<file path="src/rtl/fetch_unit.sv">
// rtl/fetch_unit.sv - rv32i instruction fetch with req/ack imem port, redirect squash and stall skid
module fetch_unit #(
    parameter logic [31:0] RESET_PC = 32'h0000_0000,
    parameter int          ADDR_W   = 32
) (
    input  logic              clk,
    input  logic              rst,
    input  logic              next_select,
    input  logic              branch_result,
    input  logic              jalr,
    input  logic [ADDR_W-1:0] target_addr,
    input  logic [ADDR_W-1:0] jalr_addr,
    input  logic              load,
    output logic              imem_req,
    output logic [ADDR_W-1:0] imem_addr,
    input  logic              imem_ack,
    input  logic [31:0]       imem_rdata,
    output logic [ADDR_W-1:0] pre_address_pc,
    output logic [31:0]       instruction_fetch,
    output logic              fetch_valid
);

    typedef enum logic [1:0] {BOOT, FETCH, DRAIN, HOLD} state_e;

    state_e            state_q, state_d;
    logic [ADDR_W-1:0] pc_q, pc_d;
    logic              imem_req_q, imem_req_d;
    logic [ADDR_W-1:0] imem_addr_q, imem_addr_d;
    logic [ADDR_W-1:0] pre_address_pc_q, pre_address_pc_d;
    logic [31:0]       instruction_fetch_q, instruction_fetch_d;
    logic              fetch_valid_q, fetch_valid_d;
    logic [31:0]       skid_data_q, skid_data_d;
    logic [ADDR_W-1:0] skid_pc_q, skid_pc_d;

    logic              redirect;
    logic              ack;
    logic [ADDR_W-1:0] target_raw;
    logic [ADDR_W-1:0] target_mask;
    logic [ADDR_W-1:0] new_pc;
    logic [ADDR_W-1:0] pc_inc;

    // jalr clears only bit 0 of its target; jal/branch targets are word aligned.
    assign redirect    = next_select | branch_result | jalr;
    assign target_raw  = jalr ? jalr_addr : target_addr;
    assign target_mask = jalr ? ~ADDR_W'(1) : ~ADDR_W'(3);
    assign new_pc      = target_raw & target_mask;
    assign pc_inc      = pc_q + ADDR_W'(4);
    assign ack         = imem_ack & imem_req_q;

    always_comb begin
        state_d             = state_q;
        pc_d                = pc_q;
        imem_req_d          = imem_req_q;
        imem_addr_d         = imem_addr_q;
        pre_address_pc_d    = pre_address_pc_q;
        instruction_fetch_d = instruction_fetch_q;
        fetch_valid_d       = fetch_valid_q;
        skid_data_d         = skid_data_q;
        skid_pc_d           = skid_pc_q;

        if (state_q == BOOT) begin
            state_d     = FETCH;
            imem_req_d  = 1'b1;
            imem_addr_d = pc_q;
        end else if (redirect) begin
            fetch_valid_d       = 1'b0;
            instruction_fetch_d = '0;
            pre_address_pc_d    = '0;
            skid_data_d         = '0;
            skid_pc_d           = '0;
            pc_d                = new_pc;
            // An unanswered request must complete at its old address before refetching.
            if (imem_req_q && !imem_ack) begin
                state_d = DRAIN;
            end else begin
                state_d     = FETCH;
                imem_req_d  = 1'b1;
                imem_addr_d = new_pc;
            end
        end else begin
            case (state_q)
                DRAIN: begin
                    if (ack) begin
                        state_d     = FETCH;
                        imem_req_d  = 1'b1;
                        imem_addr_d = pc_q;
                    end
                end
                HOLD: begin
                    if (!load) begin
                        instruction_fetch_d = skid_data_q;
                        pre_address_pc_d    = skid_pc_q;
                        fetch_valid_d       = 1'b1;
                        imem_req_d          = 1'b1;
                        imem_addr_d         = pc_q;
                        state_d             = FETCH;
                    end
                end
                default: begin
                    if (load) begin
                        if (ack) begin
                            skid_data_d = imem_rdata;
                            skid_pc_d   = pc_q;
                            pc_d        = pc_inc;
                            imem_req_d  = 1'b0;
                            imem_addr_d = pc_inc;
                            state_d     = HOLD;
                        end
                    end else if (ack) begin
                        instruction_fetch_d = imem_rdata;
                        pre_address_pc_d    = pc_q;
                        fetch_valid_d       = 1'b1;
                        pc_d                = pc_inc;
                        imem_req_d          = 1'b1;
                        imem_addr_d         = pc_inc;
                    end else begin
                        fetch_valid_d = 1'b0;
                        if (!imem_req_q) begin
                            imem_req_d  = 1'b1;
                            imem_addr_d = pc_q;
                        end
                    end
                end
            endcase
        end
    end

    always_ff @(posedge clk or negedge rst) begin
        if (!rst) begin
            state_q             <= BOOT;
            pc_q                <= RESET_PC;
            imem_req_q          <= 1'b0;
            imem_addr_q         <= RESET_PC;
            pre_address_pc_q    <= '0;
            instruction_fetch_q <= '0;
            fetch_valid_q       <= 1'b0;
            skid_data_q         <= '0;
            skid_pc_q           <= '0;
        end else begin
            state_q             <= state_d;
            pc_q                <= pc_d;
            imem_req_q          <= imem_req_d;
            imem_addr_q         <= imem_addr_d;
            pre_address_pc_q    <= pre_address_pc_d;
            instruction_fetch_q <= instruction_fetch_d;
            fetch_valid_q       <= fetch_valid_d;
            skid_data_q         <= skid_data_d;
            skid_pc_q           <= skid_pc_d;
        end
    end

    assign imem_req          = imem_req_q;
    assign imem_addr         = imem_addr_q;
    assign pre_address_pc    = pre_address_pc_q;
    assign instruction_fetch = instruction_fetch_q;
    assign fetch_valid       = fetch_valid_q;

endmodule
</file>
<file path="config.mk">
export PLATFORM = sky130hd
export DESIGN_NAME = fetch_unit
export DESIGN_NICKNAME = d
export VERILOG_FILES = /design/src/rtl/fetch_unit.sv
export SDC_FILE = /design/constraint.sdc
export NUM_CORES = 1
export LEC_CHECK = 0
export CORE_ASPECT_RATIO = 1.5
export CORE_UTILIZATION = 34
export CTS_CLUSTER_SIZE = 40
export DETAILED_ROUTE_END_ITERATION = 12
export SYNTH_ARGS = -nofsm -noshare
export SYNTH_HDL_FRONTEND = slang
export SYNTH_SLANG_ARGS = --single-unit
</file>
<file path="constraint.sdc">
create_clock -name clk -period 2.7 [get_ports clk]
set_input_delay 0.54 -clock clk [delete_from_list [all_inputs] [get_ports clk]]
set_output_delay 0.54 -clock clk [all_outputs]
set_load 0.1 [all_outputs]
</file>
After elaboration in Yosys (flattened, before gate mapping)
Cells that the tools add are included.
- bits in read-only memories: 0
- memories kept: 0
- latch bits: 0
- output and inout port bits: 98
- RAM bits: 0
- bits in registers: 196
- logic and storage cells: 90
- input port bits: 103
- reduce and logical (&&, ||, !) cells: 16
- mux-type cells: 49
- multipliers: 0
- div/mod/pow operators: 0
- shift-type cells: 0
- add/subtract/negate cells: 1
- equality and inequality tests: 10
- bitwise operators: 5
- order comparisons: 0
- operator list (kind ; number):
    2-to-1 mux 32 bit ; 25
    one-hot mux 32 bit (2 select lines) ; 3
    adder 32 x 3 -> 32 bit (second input constant) ; 1
    AND 32 bit ; 1
    2-to-1 mux 2 bit ; 8
    AND reduction 4 bit ; 4
    2-to-1 mux 1 bit ; 10
    inequality test 4 bit (second input constant) ; 2
    AND reduction 3 bit ; 2
    inequality test 5 x 1 -> 1 bit (second input constant) ; 1
    AND reduction 5 bit ; 1
    nonzero test 5 bit ; 1
    == test 2 bit (second input constant) ; 2
    inequality test 2 x 1 -> 1 bit (second input constant) ; 2
    inequality test 4 x 1 -> 1 bit (second input constant) ; 1
    one-hot mux 1 bit (2 select lines) ; 2
    one-hot mux 2 bit (2 select lines) ; 1
    nonzero test 2 bit ; 2
    nonzero test 4 bit ; 1
    inequality test 3 bit (second input constant) ; 1
    nonzero test 3 bit ; 1
    zero test 2 bit ; 1
    inequality test 2 bit (second input constant) ; 1
    bitwise OR 1 bit ; 2
    other kinds (5) ; 5

Longest topological paths before layout
Gate-level depths: netlist of the first run.
- depth after elaboration: 6
- depth in mapped cells: 10
- mapped depth without buffers: 7

Least setup slack after synthesis of the first run
Ideal clock, no wire load.
- kind: register -> register
- start: register imem_req_q, in the netlist imem_req
- end: register skid_pc_q[18]
- cell stages (with the launch flop): 7
- data required time: 2.579 ns
- setup slack: 0.056 ns
- path buffers: 2
- arrival time: 2.523 ns
- path through: dfrtp_1 > buf_2 > nand4bb_1 > a21oi_1 > o21ai_1 > clkbuf_1 > a22o_1
- longest elaborated chain between the ends: 3
- RTL lines (item ; line ; RTL):
    from (decl) ; 27 ; logic imem_req_q, imem_req_d;
    from (signal assigned) ; 142 ; imem_req_q <= imem_req_d;
    AND 1 bit ; 48 ; assign ack = imem_ack & imem_req_q;
    nonzero test 2 bit (no source line) ; -- ;
    AND reduction 4 bit (no source line) ; -- ;
    to (signal assigned) ; 148 ; skid_pc_q <= skid_pc_d;
    to (decl) ; 33 ; logic [ADDR_W-1:0] skid_pc_q, skid_pc_d;
No other way between the ends.
A chain may end at the register's enable or synchronous reset.

Worst setup path in the final report of the first run
- start: register pc_q[20]
- end: register imem_addr_q[25], in the netlist imem_addr[25]
- longest elaborated chain between the ends: 6
- RTL lines (item ; line ; RTL):
    from (decl) ; 26 ; logic [ADDR_W-1:0] pc_q, pc_d;
    from (signal assigned) ; 141 ; pc_q <= pc_d;
    adder 32 x 3 -> 32 bit (*) ; 47 ; assign pc_inc = pc_q + ADDR_W'(4);
    2-to-1 mux 32 bit, on equally long branches ; 109, 101 ;
    2-to-1 mux 32 bit (*) ; 100 ; if (load) begin
    one-hot mux 32 bit (2 select lines) (*) ; 81 ; case (state_q)
    2-to-1 mux 32 bit (*) ; 65 ; end else if (redirect) begin
    2-to-1 mux 32 bit (*) ; 61 ; if (state_q == BOOT) begin
    to (signal assigned) ; 143 ; imem_addr_q <= imem_addr_d;
    to (decl) ; 28 ; logic [ADDR_W-1:0] imem_addr_q, imem_addr_d;
Mark *: on every way between the ends. The rest lies on a longest branch, timed or not. The select of a mux whose other input is x is not followed.

==> results.md, run 1 <==
- RSZ-0062 raised after global routing: false
- Synth top area share: around 48%
- Die Wd: about 140 um
- Post-synthesis register bit count: about 190
- Final Hold Fails: 0
- Placer's final routability congestion estimate: 0.903
- Filler cells: 2876
- Drt first pass iters: 5
- Initial DRC count: 624
- Normalized max-slew margin: a little under half
- Chip Height: 213 um
- # hold bufs at CTS: 0
- CTS Buf Count: 17
- Final instance area: around 13000 um^2
- CP Data Arrival Time: 2.74 ns
- Actual slew at the worst max-slew pin: 0.825 ns
- First-pass GRT wire length: 51200 um
- Primary FF master, synth: dfrtp_1
- Post-CTS Resized: 0
- Startpoint Class: flip-flop
- Final wirelength: approximately 32000 um
- Residual DRC: 0
- Syn_area_per_cell: 9.88 um^2
- Diode count: 0
- Final worst slack: 0.296 ns
- Worst-skew pair later-pin latency: about 0.44 ns
- VDD IR max: 0.370 mV
- YS warnings: 0
- Worst Skew: 0.0151 ns
- Row cnt: 76
- LEAKAGE: 5.66 nW
- Global route total overflow: 0
- R2R cell count: 5
- Cell taking the most area after synthesis: dfrtp_1
- Worst Setup End Kind: flip-flop
- Hold Slack: about 0.083 ns
- Post-synthesis sequential area ratio: 47.7%
- Netlist cell types: 71
- Synth top cells by count: dfrtp_1 (192), nand2_1 (108), clkbuf_1 (78)
- DP Worst Slack: -0.0488 ns
- Pin count of the biggest net entering global routing: 90
- Power Dens Cells: ~750 nW/um^2
- DP Area: between 10000 and 15000 um^2
- Synth async-reset ratio: 100%
- Outcome: complete, no violations
- Final Slew Violations: 0
- Final nets: 1309
- Routed len/inst: 20.2 um
- Synth top area cells: dfrtp_1 (48%), mux2i_1 (7.1%), a22o_1 (6.4%)
- Final setup fails: 0
- Core area: around 29000 um^2
- Hold WC Path Type: in2async
- Final Core Density: 45.4%
- Worst Setup Path Type: reg2reg
- Area of the die: 30300 um^2
- Critical Path Fanout Max: 11
- Post-CTS Setup Inserts: 0
- Tcrit/Tclk final: between 80% and 90%
- Root Buffer: clkbuf_16
- Share of cells above drive strength 1: 18.7%
- Initial antenna violation count: 0
- Setup tns final: 0 ns
- Reg clk slew, reported paths: 0.08 ns
- Critical Path RT: a little over 3 ns
- Most repeated cell in the gate-level netlist after synthesis: dfrtp_1
- Max Buffers Root-to-Sink: 2
- Tmin final: 2.40 ns
- GR Util All Layers: 22.1%
- Mapped Area: 10100 um^2
- Initial Utilization: a little over a third
- H-tree Lvls: 4
- Vias in the first global route: about 9000
- Area Overhead vs Synth: 30.5%
- Post-DP HPWL: 22300 um
- Buffers on Ports: a little under 200
- CTS tree: done
- Max-Cap Viols: 0
- CTS Sinks: around 190
- ANT nets after route: 0
- Fmax: 416 MHz
- Cells after synthesis: 1019
- EDFF count, synth: 0
- IO Count: 201
- Vias: roughly 9000
- Vias/cell: 5.66
## cell families (layout without fill, tap and decap cells)
family	after synthesis	in the layout	synth area share, %
simple gates	262	262	12.7
fa+ha+maj	6	6	0.746
mux	77	77	7.73
flops	192	192	47.7
compound gates	356	356	25.9
other cells	1	2	0.0373
buf+inv	123	315	4.92
xor+xnor	2	2	0.174
## layer usage
layer  up-vias  part of all wire (%)  global-route usage [%]
met2       344                    49                    37.0
li1       4203                     -                       -
met1      4475                    42                    28.0
met4         0                   3.0                    9.60
met3        51                   5.2                    3.54
met5         -                     0                       0
## power breakdown
| part | switching, mW | total, mW | internal (mW) |
|---|---|---|---|
| registers | 0.372 | 3.56 | 3.19 |
| logic | 2.65 | 3.72 | 1.07 |
| clock network | 1.11 | 2.52 | 1.41 |
## worst paths after layout
kind | start | end | slack (ns)
max | pc_q[20] | imem_addr[25] | 0.30
min | rst | pc_q[1] | 0.08
max reg2reg | pc_q[20] | imem_addr[25] | 0.30
min reg2reg | instruction_fetch[16] | instruction_fetch[16] | 0.48
max in group asynchronous | rst | skid_data_q[12] | 1.75
min in group clk | instruction_fetch[16] | instruction_fetch[16] | 0.48
## flip-flops by register name, indices dropped and copies added, names as in the netlist
signal / count
state_q: 2
imem_req: 1
fetch_valid: 1
imem_addr: 31
skid_data_q: 32
skid_pc_q: 31
pc_q: 31
pre_address_pc: 31
instruction_fetch: 32
## placed cells by master, fill, tap and decap left out, drive strengths merged, types with 10 or more instances in the layout
master / synthesis / routed
nand2: 109 / 109
dfrtp: 192 / 192
inv: 12 / 12
nor3: 21 / 21
nand4: 19 / 19
o21ai: 43 / 43
nand3: 17 / 17
o22ai: 14 / 14
clkbuf: 79 / 23
mux2i: 71 / 71
a22o: 73 / 73
o2bb2ai: 12 / 12
and3: 10 / 10
nor4: 16 / 16
clkdlybuf4s50: 0 / 98
o31ai: 75 / 75
nor2: 46 / 46
a21oi: 43 / 43
buf: 31 / 172
a31oi: 17 / 17
a22oi: 10 / 10
## through the flow
step,std cells,power (mW)
2_1_floorplan,1020,6.09
5_1_grt,1602,10.2
6_report,1602,9.81
3_5_place_dp,1571,7.34
3_3_place_gp,1571,7.31
4_1_cts,1602,9.90
## worst max-delay path, cell delays in order (launching register included)
cell     delay, ns
dfrtp_1       0.62
nand4_1       0.14
or4_4         0.59
nor4_1        0.34
mux2_2        0.38
o31ai_1       0.23
## cell type report
class                      count  area [um^2]  area share, %
tap                          390          488           3.71
sequential                   192         4800           36.6
clock inverter                 9          110          0.838
clock buffer                  22          464           3.53
inverter                      13         48.8          0.371
timing repair buffer         271         2410           18.4
multi-input combinational    705         4810           36.6
No activity file was read; power rests on OpenSTA's default activity.
==> run 2, diff against run 1 <==
- CORE_UTILIZATION: 34 -> 52
- PLACE_DENSITY: unset -> 0.8
==> run 2 against run 1 <==
Cell area down 0.88%. Count of clock-buffer cells in the layout fell by 3. Register-to-register slack barely moved. Cell count shrank 8.4%. Largest cell class unchanged. Fmax shrank 0.17%. Sequential share of layout area is 0.32 points higher. Setup slack lost 0.0041 ns. Combinational power is 1% lower. Global-route usage rose by 8.7 points. Clock skew fell by 0.0012 ns. Wire length down 8.3%. Sequential power about the same. Largest power group unchanged.
==> results.md, run 2 (synthesized netlist as in run 1, its figures left out) <==
- Outcome: complete, no violations (unchanged)
- Post-DP HPWL: 20400 um (was 22300 um)
- Area of the die: 19900 um^2 (was 30300 um^2)
- Placer's final routability congestion estimate: 1.03 (was 0.903)
- Routed len/inst: 20.2 um (about the same)
- CP Data Arrival Time: 2.73 ns (was 2.74 ns)
- Max-Cap Viols: 0 (unchanged)
- Net Switching: 4.10 mW (was 4.13 mW)
- Initial Utilization: 52.7% (was 34.8%)
- Vias: 9309 (was 9073)
- Actual slew at the worst max-slew pin: 1.11 ns (was 0.825 ns)
- Global route total overflow: 0 (unchanged)
- # hold bufs at CTS: 0 (unchanged)
- Root Buffer: clkbuf_16 (unchanged)
- First-pass GRT wire length: 47000 um (was 51200 um)
- Diode count: 0 (unchanged)
- Buffers on Ports: 195 (unchanged)
- Register area: 4800 um^2 (unchanged)
- Most frequent cells in the layout: dfrtp_1 (192), buf_4 (163), nand2_1 (108) (was dfrtp_1 (192), buf_4 (162), nand2_1 (108))
- Sw Ratio: 41.0% (was 42.1%)
- Worst-skew pair later-pin latency: 0.44 ns (about the same)
- Clock power frac: 27.6% (was 25.7%)
- IO Count: 201 (unchanged)
- Pin count of the biggest net entering global routing: 85 (was 90)
- Reg-to-reg slack, setup: 0.29 ns (was 0.30 ns)
- Multi-input gate area: 4810 um^2 (unchanged)
- Final Slew Violations: 0 (unchanged)
- Tmin final: 2.41 ns (was 2.40 ns)
- Sequential Power Share: 35.6% (was 36.3%)
- Normalized max-slew margin: 26.1% (was 45.0%)
- Most common cell after layout, fill and taps aside: dfrtp_1 (unchanged)
- CP delay by family, top: simple AND/OR/NAND/NOR gates (unchanged)
- Wire length on met2: 14500 um (was 16000 um)
- Drt first pass iters: 5 (unchanged)
- Core area: 19100 um^2 (was 28900 um^2)
- Reg2reg end: imem_addr[30] (was imem_addr[25])
- RSZ-0062 raised after global routing: false (unchanged)
- Top Metal Used: met4 (unchanged)
- Internal Pwr Total: 5.90 mW (was 5.68 mW)
- Crit path max-delay cell type: dfrtp_1 (unchanged)
- H-tree Lvls: 4 (unchanged)
- GR Util All Layers: 30.8% (was 22.1%)
- Hold WC Path Type: in2async (unchanged)
- Final worst slack: 0.292 ns (was 0.296 ns)
- Residual DRC: 0 (unchanged)
- DP Worst Slack: 0.0158 ns (was -0.0488 ns)
- Final Hold Fails: 0 (unchanged)
- Comb pwr share: 36.7% (was 37.9%)
- R2R Path Start: pc_q[17] (was pc_q[20])
- Final wirelength: 29600 um (was 32300 um)
- Reg clk slew, reported paths: 0.07 ns (was 0.08 ns)
- Vias in the first global route: 8985 (was 9027)
- Final setup fails: 0 (unchanged)
- Vias/cell: 6.34 (was 5.66)
- Critical Path RT: 3.02 ns (was 3.03 ns)
- Worst Skew: 0.0139 ns (was 0.0151 ns)
- VDD IR max: 0.443 mV (was 0.370 mV)
- Crit path from: pc_q[17] (was pc_q[20])
- R2R cell count: 6 (was 5)
- ANT nets after route: 0 (unchanged)
- CTS Sinks: 192 (unchanged)
- Filler cells: 1487 (was 2876)
- Setup tns final: 0 ns (unchanged)
- CP dominant cell by count: nand3_1
- Post-CTS Resized: 0 (unchanged)
- M1 WL: 11700 um (was 13700 um)
- Power Dens Cells: 768 nW/um^2 (was 747 nW/um^2)
- WP depth: 6 (was 5)
- CTS Buf Count: 17 (unchanged)
- Die Wd: 116 um (was 142 um)
- Share of cells above drive strength 1: 18.8% (was 18.7%)
- Final nets: 1309 (unchanged)
- Critical Path Fanout Max: 10 (was 11)
- Max Buffers Root-to-Sink: 2 (unchanged)
- Crit-path cells: nand3_1 -> or3_1 -> buf_4 -> nor4_2 -> nand3_1 -> a32o_1 (was nand4_1 -> or4_4 -> nor4_1 -> mux2_2 -> o31ai_1)
- Chip Height: 172 um (was 213 um)
- Row cnt: 62 (was 76)
- Startpoint Class: flip-flop (unchanged)
- Metal3 WL: 2010 um (was 1680 um)
- Tcrit/Tclk final: 89.2% (was 89.0%)
- Initial DRC count: 1026 (was 624)
- Area Overhead vs Synth: 29.4% (was 30.5%)
- Worst Setup End Kind: flip-flop (unchanged)
- Fmax: 415 MHz (was 416 MHz)
- Post-CTS Setup Inserts: 0 (unchanged)
- LEAKAGE: 5.68 nW (was 5.66 nW)
- Initial antenna violation count: 0 (unchanged)
- Slowest Stage Delay on Critical Path: 0.57 ns (was 0.62 ns)
- CTS tree: done (unchanged)
- Worst Setup Path Type: reg2reg (unchanged)
- Worst Path Buf+Inv: 1 (was 0)
-- run 2: per-layer routing --
layer | track usage [%] | vias to the layer above
li1 | - | 4193
met1 | 38.4 | 4539
met2 | 50.1 | 475
met3 | 5.47 | 102
met4 | 17.3 | 0
met5 | 0 | -
-- run 2: power groups by stage --
stage                     clock (mW)  combinational (mW)  sequential [mW]
after floorplan                    0                1.30             4.78
after global placement             0                3.60             3.59
after detailed placement           0                3.64             3.60
after CTS                       2.80                3.66             3.55
after global routing            2.93                3.87             3.61
final                           2.77                3.68             3.57
-- run 2: through the flow --
stage | cell area (um^2) | std cells | power [mW] | utilization, % | hold WS (ns)
floorplan | 10100 | 1020 | 6.09 | - | 0.244
global placement | 12400 | 1437 | 7.20 | 64.9 | 0.460
detailed placement | 12400 | 1437 | 7.24 | 64.9 | 0.467
CTS | 13000 | 1468 | 10.0 | 68.2 | 0.0559
global route | 13000 | 1468 | 10.4 | 68.2 | 0.0771
finish | 13000 | 1468 | 10.0 | 68.2 | 0.0554
-- run 2: layout make-up --
type                            count  share of cell area [%]
Clock buffer                       19                    3.32
Clock inverter                     12                    1.59
Inverter                           13                   0.375
Multi-Input combinational cell    705                    36.9
Sequential cell                   192                    36.9
Tap cell                          256                    2.46
Timing Repair Buffer              271                    18.4
-- run 2: worst reg2reg max path: stages, from the launching register on --
cell and delay, ns:
dfrtp_1 0.57, nand3_1 0.24, or3_1 0.44, buf_4 0.19, nor4_2 0.44, nand3_1 0.13, a32o_1 0.27
-- run 2: worst max-delay path by stage --
stage | end | slack [ns]
2_1_floorplan | skid_pc_q[18] | 0.06
5_1_grt | imem_addr[24] | 0.13
3_3_place_gp | imem_addr[16] | 0.07
4_1_cts | skid_data_q[10] | 0.34
6_report | imem_addr[30] | 0.29
3_5_place_dp | imem_addr[16] | 0.02
